**src/rtl/ddr2_cmd_monitor.sv**
```systemverilog
// Passive DDR2 command-bus monitor: decodes commands, tracks per-bank state and timing, flags violations.
// Optional command statistics counters are built only when DDR2_MON_STAT_EN is defined.
module ddr2_cmd_monitor #(
  parameter int BA_BITS   = 3,
  parameter int ADDR_BITS = 14,
  parameter int T_RCD     = 3,
  parameter int T_RP      = 3,
  parameter int T_RAS     = 8,
  parameter int T_RFC     = 26,
  parameter int T_MRD     = 2,
  parameter int TW        = 6,
  parameter int CNT_W     = 16,
  localparam int NUM_BANKS = 2 ** BA_BITS
) (
  input  logic                 ck,
  input  logic                 rst_n,
  input  logic                 cke,
  input  logic                 cs_n,
  input  logic                 ras_n,
  input  logic                 cas_n,
  input  logic                 we_n,
  input  logic [BA_BITS-1:0]   ba,
  input  logic [ADDR_BITS-1:0] addr,
  output logic                 cmd_valid,
  output logic [2:0]           cmd_code,
  output logic [BA_BITS-1:0]   cmd_bank,
  output logic                 viol,
  output logic [2:0]           viol_code,
  output logic [BA_BITS-1:0]   viol_bank,
  output logic [NUM_BANKS-1:0] bank_open,
  output logic                 mrs_seen,
  input  logic                 clr_stat,
  output logic [CNT_W-1:0]     act_cnt,
  output logic [CNT_W-1:0]     rd_cnt,
  output logic [CNT_W-1:0]     wr_cnt,
  output logic [CNT_W-1:0]     ref_cnt
);
  localparam logic [2:0] C_NONE = 3'd0;
  localparam logic [2:0] C_MRS  = 3'd1;
  localparam logic [2:0] C_REF  = 3'd2;
  localparam logic [2:0] C_PRE  = 3'd3;
  localparam logic [2:0] C_ACT  = 3'd4;
  localparam logic [2:0] C_WR   = 3'd5;
  localparam logic [2:0] C_RD   = 3'd6;
  localparam logic [TW-1:0] T_SAT = '1;

  logic [2:0]           code;
  logic                 is_rw;
  logic                 a10;
  logic [NUM_BANKS-1:0] ba_sel, act_mask, close_mask;
  logic [NUM_BANKS-1:0] bank_open_q, bank_open_d;
  logic [NUM_BANKS-1:0] rcd_short, rp_short, ras_short, ras_hit;
  logic [TW-1:0]        t_ref_q, t_mrd_q;
  logic                 mrd_short, rfc_short;
  logic [2:0]           viol_code_d;
  logic [BA_BITS-1:0]   viol_bank_d;
  logic                 cmd_valid_q, viol_q, mrs_seen_q;
  logic [2:0]           cmd_code_q, viol_code_q;
  logic [BA_BITS-1:0]   cmd_bank_q, viol_bank_q;
  logic                 unused_addr;

  // Timers hold the edge distance since their last event: loaded with 1 so the
  // value seen at the next command edge equals d, then saturate at all-ones.
  function automatic logic [TW-1:0] tick(input logic [TW-1:0] t, input logic restart);
    if (restart)         return TW'(1);
    else if (t == T_SAT) return t;
    else                 return t + 1'b1;
  endfunction

  function automatic logic [BA_BITS-1:0] lowest(input logic [NUM_BANKS-1:0] v);
    logic [BA_BITS-1:0] idx;
    idx = '0;
    for (int i = NUM_BANKS - 1; i >= 0; i--) begin
      if (v[i]) idx = BA_BITS'(i);
    end
    return idx;
  endfunction

  always_comb begin
    code = C_NONE;
    if (cke && !cs_n) begin
      case ({ras_n, cas_n, we_n})
        3'b000:  code = C_MRS;
        3'b001:  code = C_REF;
        3'b010:  code = C_PRE;
        3'b011:  code = C_ACT;
        3'b100:  code = C_WR;
        3'b101:  code = C_RD;
        default: code = C_NONE;
      endcase
    end
  end

  assign a10         = addr[10];
  assign unused_addr = ^{addr[ADDR_BITS-1:11], addr[9:0]};
  assign is_rw       = (code == C_RD) || (code == C_WR);
  assign ba_sel      = NUM_BANKS'(1) << ba;
  assign act_mask    = (code == C_ACT) ? ba_sel : '0;

  always_comb begin
    close_mask = '0;
    if (code == C_PRE)     close_mask = a10 ? '1 : ba_sel;
    else if (is_rw && a10) close_mask = ba_sel;
  end

  assign bank_open_d = (bank_open_q & ~close_mask) | act_mask;

  for (genvar gi = 0; gi < NUM_BANKS; gi++) begin : g_bank
    logic [TW-1:0] t_act_q, t_pre_q;

    always_ff @(posedge ck or negedge rst_n) begin
      if (!rst_n) begin
        t_act_q <= T_SAT;
        t_pre_q <= T_SAT;
      end else begin
        t_act_q <= tick(t_act_q, act_mask[gi]);
        t_pre_q <= tick(t_pre_q, close_mask[gi]);
      end
    end

    assign rcd_short[gi] = t_act_q < TW'(T_RCD);
    assign ras_short[gi] = t_act_q < TW'(T_RAS);
    assign rp_short[gi]  = t_pre_q < TW'(T_RP);
  end

  assign mrd_short = t_mrd_q < TW'(T_MRD);
  assign rfc_short = t_ref_q < TW'(T_RFC);
  // tRAS only concerns banks that this PRE actually closes (open ones).
  assign ras_hit   = (code == C_PRE) ? (close_mask & bank_open_q & ras_short) : '0;

  always_comb begin
    viol_code_d = 3'd0;
    viol_bank_d = '0;
    if (code != C_NONE) begin
      if (mrd_short) begin
        viol_code_d = 3'd1;
        viol_bank_d = ba;
      end else if (rfc_short) begin
        viol_code_d = 3'd2;
        viol_bank_d = ba;
      end else if (code == C_REF && |bank_open_q) begin
        viol_code_d = 3'd3;
        viol_bank_d = lowest(bank_open_q);
      end else if (code == C_ACT && (bank_open_q[ba] || rp_short[ba])) begin
        viol_code_d = 3'd4;
        viol_bank_d = ba;
      end else if (is_rw && !bank_open_q[ba]) begin
        viol_code_d = 3'd5;
        viol_bank_d = ba;
      end else if (is_rw && rcd_short[ba]) begin
        viol_code_d = 3'd6;
        viol_bank_d = ba;
      end else if (|ras_hit) begin
        viol_code_d = 3'd7;
        viol_bank_d = lowest(ras_hit);
      end
    end
  end

  always_ff @(posedge ck or negedge rst_n) begin
    if (!rst_n) begin
      cmd_valid_q <= 1'b0;
      cmd_code_q  <= 3'd0;
      cmd_bank_q  <= '0;
      viol_q      <= 1'b0;
      viol_code_q <= 3'd0;
      viol_bank_q <= '0;
      bank_open_q <= '0;
      mrs_seen_q  <= 1'b0;
      t_ref_q     <= T_SAT;
      t_mrd_q     <= T_SAT;
    end else begin
      cmd_valid_q <= (code != C_NONE);
      viol_q      <= (viol_code_d != 3'd0);
      if (code != C_NONE) begin
        cmd_code_q  <= code;
        cmd_bank_q  <= ba;
        viol_code_q <= viol_code_d;
        viol_bank_q <= viol_bank_d;
      end
      bank_open_q <= bank_open_d;
      if (code == C_MRS) mrs_seen_q <= 1'b1;
      t_ref_q <= tick(t_ref_q, code == C_REF);
      t_mrd_q <= tick(t_mrd_q, code == C_MRS);
    end
  end

  assign cmd_valid = cmd_valid_q;
  assign cmd_code  = cmd_code_q;
  assign cmd_bank  = cmd_bank_q;
  assign viol      = viol_q;
  assign viol_code = viol_code_q;
  assign viol_bank = viol_bank_q;
  assign bank_open = bank_open_q;
  assign mrs_seen  = mrs_seen_q;

`ifdef DDR2_MON_STAT_EN
  logic [CNT_W-1:0] act_cnt_q, rd_cnt_q, wr_cnt_q, ref_cnt_q;

  function automatic logic [CNT_W-1:0] sat_inc(input logic [CNT_W-1:0] c, input logic hit);
    return (hit && (c != '1)) ? c + 1'b1 : c;
  endfunction

  always_ff @(posedge ck or negedge rst_n) begin
    if (!rst_n) begin
      act_cnt_q <= '0;
      rd_cnt_q  <= '0;
      wr_cnt_q  <= '0;
      ref_cnt_q <= '0;
    end else if (clr_stat) begin
      act_cnt_q <= '0;
      rd_cnt_q  <= '0;
      wr_cnt_q  <= '0;
      ref_cnt_q <= '0;
    end else begin
      act_cnt_q <= sat_inc(act_cnt_q, code == C_ACT);
      rd_cnt_q  <= sat_inc(rd_cnt_q,  code == C_RD);
      wr_cnt_q  <= sat_inc(wr_cnt_q,  code == C_WR);
      ref_cnt_q <= sat_inc(ref_cnt_q, code == C_REF);
    end
  end

  assign act_cnt = act_cnt_q;
  assign rd_cnt  = rd_cnt_q;
  assign wr_cnt  = wr_cnt_q;
  assign ref_cnt = ref_cnt_q;
`else
  logic unused_clr;
  assign unused_clr = clr_stat;
  assign act_cnt    = '0;
  assign rd_cnt     = '0;
  assign wr_cnt     = '0;
  assign ref_cnt    = '0;
`endif

endmodule

```
**config.mk**
```make
export PLATFORM = sky130hd
export DESIGN_NAME = ddr2_cmd_monitor
export DESIGN_NICKNAME = d
export VERILOG_FILES = /design/src/rtl/ddr2_cmd_monitor.sv
export SDC_FILE = /design/constraint.sdc
export NUM_CORES = 1
export LEC_CHECK = 0
export BUFFER_PORTS_ARGS = -buffer_cell sky130_fd_sc_hd__buf_2
export CORE_UTILIZATION = 40
export CTS_BUF_LIST = sky130_fd_sc_hd__clkbuf_8 sky130_fd_sc_hd__clkbuf_16
export DETAILED_ROUTE_END_ITERATION = 8
export PLACE_DENSITY = 0.56
export SYNTH_ARGS = -nofsm -noshare
export SYNTH_HDL_FRONTEND = slang
export SYNTH_SLANG_ARGS = --single-unit
export TNS_END_PERCENT = 100
```
**constraint.sdc**
```tcl
create_clock -name ck -period 2.65 [get_ports ck]
set_input_delay 0.1325 -clock ck [delete_from_list [all_inputs] [get_ports ck]]
set_output_delay 0.1325 -clock ck [all_outputs]
set_load 0.03 [all_outputs]
```
=== Word-level counts from Yosys, hierarchy flattened ===
Index checks and enable logic that the tools add are counted.

* Register bits: 131
* Output and inout bits: 87

* Add/subtract/negate cells: 18
* $lt $le $gt $ge: 27
* Equality and inequality tests: 47
* Shift operators: 1
* Mux-type cells: 80
* Bitwise operators: 5
* Reductions and logical operators: 15

{| class="wikitable"
|+ Operator list
! cell !! number
|-
| 6-bit 2-to-1 mux || 36
|-
| 6-bit by 1-bit adder with 6-bit output, second input constant || 18
|-
| 6-bit equality test, second input constant || 18
|-
| 6-bit by 2-bit less-than comparator with 1-bit output, second input constant || 17
|-
| 3-bit 2-to-1 mux || 32
|-
| 6-bit by 4-bit less-than comparator with 1-bit output, second input constant || 8
|-
| 8-bit 2-to-1 mux || 5
|-
| 2-bit inequality test, second input constant || 18
|-
| 8-bit bitwise AND || 3
|-
| 3-bit one-hot mux with 6 select lines || 1
|-
| 8-bit OR reduction || 2
|-
| 3-bit equality test, second input constant || 5
|-
| 3-bit by 2-bit equality test with 1-bit output, second input constant || 4
|-
| 1-bit binary-select mux with 3-bit select || 3
|-
| 8-bit NOT || 1
|-
| 8-bit OR || 1
|-
| 1-bit by 3-bit << shifter with 8-bit output, first input constant || 1
|-
| 3-bit by 1-bit equality test with 1-bit output, second input constant || 2
|-
| 1-bit logical AND || 6
|-
| 6-bit by 5-bit less-than comparator with 1-bit output, second input constant || 1
|-
| 3-bit nonzero test || 2
|-
| 3-bit by 4-bit less-than comparator with 1-bit output, second input constant || 1
|-
| 3-bit zero test || 1
|-
| 1-bit 2-to-1 mux || 3
|-
| other kinds (2) || 4
|}

=== Longest topological paths before layout ===
* Depth after elaboration: 26
* Depth in mapped cells: 9
* Mapped depth without buffers: 8

=== Least setup slack after synthesis ===
Ideal clock, no wire load.

* Kind: register to register
* Start: reg bank_open_q[3], in the netlist bank_open[3]
* End: reg viol_bank_q[0], in the netlist viol_bank[0]
* Data arrival time: 2.219 ns
* Data required time: 2.566 ns
* Setup slack: 0.348 ns
* Cell stages (with the launch flop): 7
* Buffers on the path: 0
* Clock period less this slack: 2.302 ns
* Cells stage by stage: dfrtp_1 or4b_4 or3_4 a31oi_4 nor4_2 a2111o_1 a41oi_2

* Cells in the longest elaborated chain, start to end: 14

{| class="wikitable"
|+ RTL lines
! element !! RTL line !! source
|-
| start, declared || 51 || <nowiki>logic [NUM_BANKS-1:0] bank_open_q, bank_open_d;</nowiki>
|-
| start signal, assigned || 181 || <nowiki>bank_open_q <= bank_open_d;</nowiki>
|-
| 8-bit bitwise AND (2 in series) || 129 || <nowiki>assign ras_hit = (code == C_PRE) ? (close_mask & bank_open_q & ras_short) : '0;</nowiki>
|-
| 8-bit 2-to-1 mux || 129 ||
|-
| 3-bit 2-to-1 mux (4 in series) || 74 || <nowiki>if (v[i]) idx = BA_BITS'(i);</nowiki>
|-
| 3-bit 2-to-1 mux || 153 || <nowiki>end else if (|ras_hit) begin</nowiki>
|-
| 3-bit 2-to-1 mux || 150 || <nowiki>end else if (is_rw && rcd_short[ba]) begin</nowiki>
|-
| 3-bit 2-to-1 mux || 147 || <nowiki>end else if (is_rw && !bank_open_q[ba]) begin</nowiki>
|-
| 3-bit 2-to-1 mux || 144 || <nowiki>end else if (code == C_ACT && (bank_open_q[ba] || rp_short[ba])) begin</nowiki>
|-
| 3-bit 2-to-1 mux (*) || 141 || <nowiki>end else if (code == C_REF && |bank_open_q) begin</nowiki>
|-
| 3-bit 2-to-1 mux (*) || 138 || <nowiki>end else if (rfc_short) begin</nowiki>
|-
| 3-bit 2-to-1 mux (*) || 135 || <nowiki>if (mrd_short) begin</nowiki>
|-
| end signal, assigned || 179 || <nowiki>viol_bank_q <= viol_bank_d;</nowiki>
|-
| end, declared || 59 || <nowiki>logic [BA_BITS-1:0] cmd_bank_q, viol_bank_q;</nowiki>
|}

Every way passes the cells marked *; elsewhere a longest branch is shown, timed or not. The select of a mux whose other input is x is not followed.
A chain may end at the register's enable or synchronous reset.

=== Worst setup path after layout ===
* Start: reg g_bank[2].t_pre_q[0]
* End: reg viol_q, in the netlist viol

* Cells in the longest elaborated chain, start to end: 11

{| class="wikitable"
|+ RTL lines
! element !! RTL line !! source
|-
| start, declared || 109 || <nowiki>logic [TW-1:0] t_act_q, t_pre_q;</nowiki>
|-
| start signal, assigned || 117 || <nowiki>t_pre_q <= tick(t_pre_q, close_mask[gi]);</nowiki>
|-
| 6-bit by 2-bit less-than comparator with 1-bit output || 123 || <nowiki>assign rp_short[gi] = t_pre_q < TW'(T_RP);</nowiki>
|-
| 1-bit binary-select mux with 3-bit select || 144 ||
|-
| 1-bit 2-to-1 mux (not written as such) || 144 ||
|-
| 1-bit logical OR || 144 ||
|-
| 1-bit logical AND || 144 ||
|-
| 3-bit 2-to-1 mux || 144 ||
|-
| 3-bit 2-to-1 mux || 141 ||
|-
| 3-bit 2-to-1 mux || 138 ||
|-
| 3-bit 2-to-1 mux || 135 ||
|-
| 3-bit 2-to-1 mux || 134 || <nowiki>if (code != C_NONE) begin</nowiki>
|-
| 3-bit nonzero test || 174 || <nowiki>viol_q <= (viol_code_d != 3'd0);</nowiki>
|-
| end signal, assigned || 174 ||
|-
| end, declared || 57 || <nowiki>logic cmd_valid_q, viol_q, mrs_seen_q;</nowiki>
|}

No other way between the ends. The select of a mux whose other input is x is not followed.

==> results by group <==
Status
  – Status: finished, final reports clean

Clock tree
  – Sink Count: about 130
  – Clock latency on the worst-skew pair: between 400 and 500 ps
  – Clock-pin slew on the worst setup and hold paths: approximately 60 ps
  – TritonCTS Buffers: 17
  – H-tree depth: 4
  – CTS Buffer Depth: 2
  – CTS root buf: clkbuf_16
  – CTS tree: built

Power
  – Leak: about 3.7 nW
  – Pwr dens: around 1200 nW/µm²
  – Clk pwr share: 0.228
  – Sequential share of power: 0.457
  – Switch share: 0.3631
  – Maximum VDD drop: ~0.37 mV
  – Internal cell power: around 0.0064 W
  – Comb power frac: 0.314
  – Net load switching power: approximately 0.0037 W

Routing
  – DRC: 0
  – Router iterations before antenna repair: 5
  – DRT iter0 DRCs: ~370
  – Via count: between 5k and 6k
  – DR WL/cell: around 15 µm
  – Vias per cell: 5.304
  – Antenna Nets Post-Route: 0
  – Detailed-route wire length: about 17,000 µm

Floorplan
  – Die Area: about 20,000 µm²
  – Die Span Y: 140.6 µm
  – Starting density of the core: 0.4093
  – Die width: between 100 and 150 µm
  – I/O pins: around 110
  – Placement Rows: 50
  – Core Footprint: around 19,000 µm²

Finish
  – Area growth, synth to finish: 12.05%
  – Storage element area: between 3000 and 4000 µm²
  – Fill cell total of the finished layout: 1,809
  – Fraction of layout cells with a size suffix above 1: 0.2441
  – Multi-input logic area: roughly 3900 µm²
  – # diodes: 0
  – Final Net Count: 927

STA
  – Hold_ws: about 60 ps
  – Achievable frequency: just over 400 MHz
  – Worst Skew: around 8.6 ps
  – Final Hold Vio Count: 0
  – Setup TNS: 0 ps
  – Tightest Pin Transition: 593.1 ps
  – Slew headroom: 0.6019
  – Final Max Slew Viols: 0
  – Tcrit/Tclk final: 0.9221
  – RSZ-0062 raised after global routing: no
  – Setup violations, final: 0
  – Minimum clock period: about 2400 ps

Place
  – Gp weighted congestion: 0.8165
  – DPL Wire Length: ~12,000 µm
  – PortBufs: 33

Logic synthesis
  – Synth Area in XOR/XNOR: 0.02851
  – Main area contributors after synthesis: dfstp_2 37%, dfrtp_1 7.5%, buf_4 6.3%
  – Largest family of logic cells by synthesized area: simple AND/OR/NAND/NOR gates
  – Simple-Gate Fraction of Synth Area: 0.2551
  – Mapped Area: about 7700 µm²
  – Adder-Cell Fraction of Synth Area: 0.02932
  – Yosys warning total: 0
  – Number of synthesized flops with an enable pin: 0
  – Synth Area per Inst: just over 9 µm²
  – Largest area contributor in the netlist: dfstp_2
  – Top-area cell type share of the netlist area: 0.3694
  – Gate Count Post-Synth: around 830
  – Mux cell area share after synthesis: 0.03144
  – Seq/Total Area, Yosys: 0.4444
  – Synth async-reset ratio: 1.000
  – Main synth FF type: dfstp_2
  – Compound-Gate Fraction of Synth Area: 0.1275
  – Distinct cells, synth: 65
  – FF+latch count, synth: around 130

Global routing
  – GRT Overall Usage: 0.1799
  – Initial antenna violation count: 0
  – Global-route wire length before repair: 27,990 µm
  – Total grt overflow: 0
  – Vias in the first global route: between 5k and 6k
  – Largest net degree at the start of global routing: 74

Worst setup path
  – Critical Path AT: about 2800 ps
  – Crit start category: flop
  – R2R depth: 9
  – Worst setup EP type: flop
  – Critical-path maximum fanout: 5
  – Critical path class: flop to flop
  – Critical Path RT: about 3000 ps

Job
  – Maxcap violations: 0

Worst hold path
  – Hold Path Stages: 2
  – Hold WC Path Type: input port to flop
worst paths after layout:
path,slack [ps],endpoint,start
max,210,viol,g_bank[2].t_pre_q[0]
min,60,cmd_code[2],ras_n
max reg2reg,210,viol,g_bank[2].t_pre_q[0]
min reg2reg,470,mrs_seen,mrs_seen
max in group asynchronous,1690,g_bank[3].t_pre_q[5],rst_n
min in group asynchronous,150,cmd_valid,rst_n
power groups by stage:
stage	logic, W	registers (W)	clock network, W
2_1_floorplan	0.00272	0.00440	0
3_3_place_gp	0.00314	0.00462	0
3_5_place_dp	0.00320	0.00462	0
4_1_cts	0.00321	0.00461	0.00236
5_1_grt	0.00367	0.00482	0.00245
6_report	0.00317	0.00462	0.00231
critical path: stages, from the launching register on:
cell and delay [ps]:
dfstp_2 380, ha_1 260, or4_1 470, nor3_1 230
nor4_2 100, mux2_2 310, o211ai_1 190, buf_4 160
nor2_1 50, a41oi_1 210
placed cells by master (no fill, tap or decap), types with 5 or more instances in the layout:
cell         n
a21o_1       7
dfrtp_1     23
nand4_1      6
nand2b_1    10
nor3b_1     17
o21ai_1      7
mux2i_1     23
nor3_1      52
a31oi_1     32
dfstp_2    108
buf_2       32
clkinv_2     5
nor4_1       7
clkbuf_16   17
buf_4       27
a21oi_1     22
nand3_1     52
xor2_1       6
a211oi_1    13
nor2_1      95
a311oi_1     6
nand2_1     58
conb_1      64
nor2b_1      5
o21ai_0     37
or2_2        8
ha_1        18
or4_1        5
and3_1      31
inv_1       12
xnor2_1     19
nor4b_1      8
metrics by stage:
step                      utilization  area (µm²)  total power (W)  setup slack (ps)  instances
after detailed placement       0.4258        7991         0.007826             209.7       1096
after global routing           0.4586        8607          0.01094             47.94       1131
after CTS                      0.4579        8593          0.01018             161.7       1130
final                          0.4586        8607          0.01010             206.4       1131
after global placement         0.4258        7991         0.007755             214.8       1096
after floorplan                     -        7918         0.007123             347.7        894
per-layer routing:
metal | up-vias | track usage | routed length, µm
met5 | - | 0 | 0
met4 | 0 | 0.05835 | 238
met3 | 23 | 0.04382 | 689
met2 | 124 | 0.2774 | 7410
met1 | 2863 | 0.2486 | 8278
li1 | 2989 | - | -
layout make-up:
cell class,count,area share
multi-input cells,660,0.4498
inverters,12,0.005233
repair buffers,62,0.04681
well taps,234,0.03402
flip-flops and latches,131,0.3966
clock buffers,20,0.05422
clock inverters,12,0.01337
sequential cells by signal, indices dropped and copies added, names as in the netlist:
register / count
bank_open: 8
cmd_bank: 3
cmd_code: 3
cmd_valid: 1
g_bank.t_act_q: 48
g_bank.t_pre_q: 48
mrs_seen: 1
t_mrd_q: 6
t_ref_q: 6
viol: 1
viol_bank: 3
viol_code: 3
Yosys cell counts (10+ instances only):
cell type,instances
dfstp_2,108
nor2_1,95
buf_4,64
nand2_1,58
nand3_1,52
nor3_1,52
o21ai_0,37
a31oi_1,32
and3_1,31
dfrtp_1,23
mux2i_1,23
a21oi_1,22
clkbuf_1,20
xnor2_1,19
ha_1,18
nor3b_1,17
a211oi_1,13
inv_1,10
nand2b_1,10
timing repair:
item	in CTS	in global routing
buffers inserted	0	1
gates resized for setup	0	1
hold buffers	2	0
endpoints found under the setup margin	0	3
endpoints found under the hold margin	22	0
cell families after synthesis:
family | Yosys count
compound gates | 151
xor+xnor | 25
fa+ha+maj | 18
buf+inv | 103
flops | 131
mux | 24
other cells | 1
simple gates | 378
No activity file was read; power rests on OpenSTA's default activity.
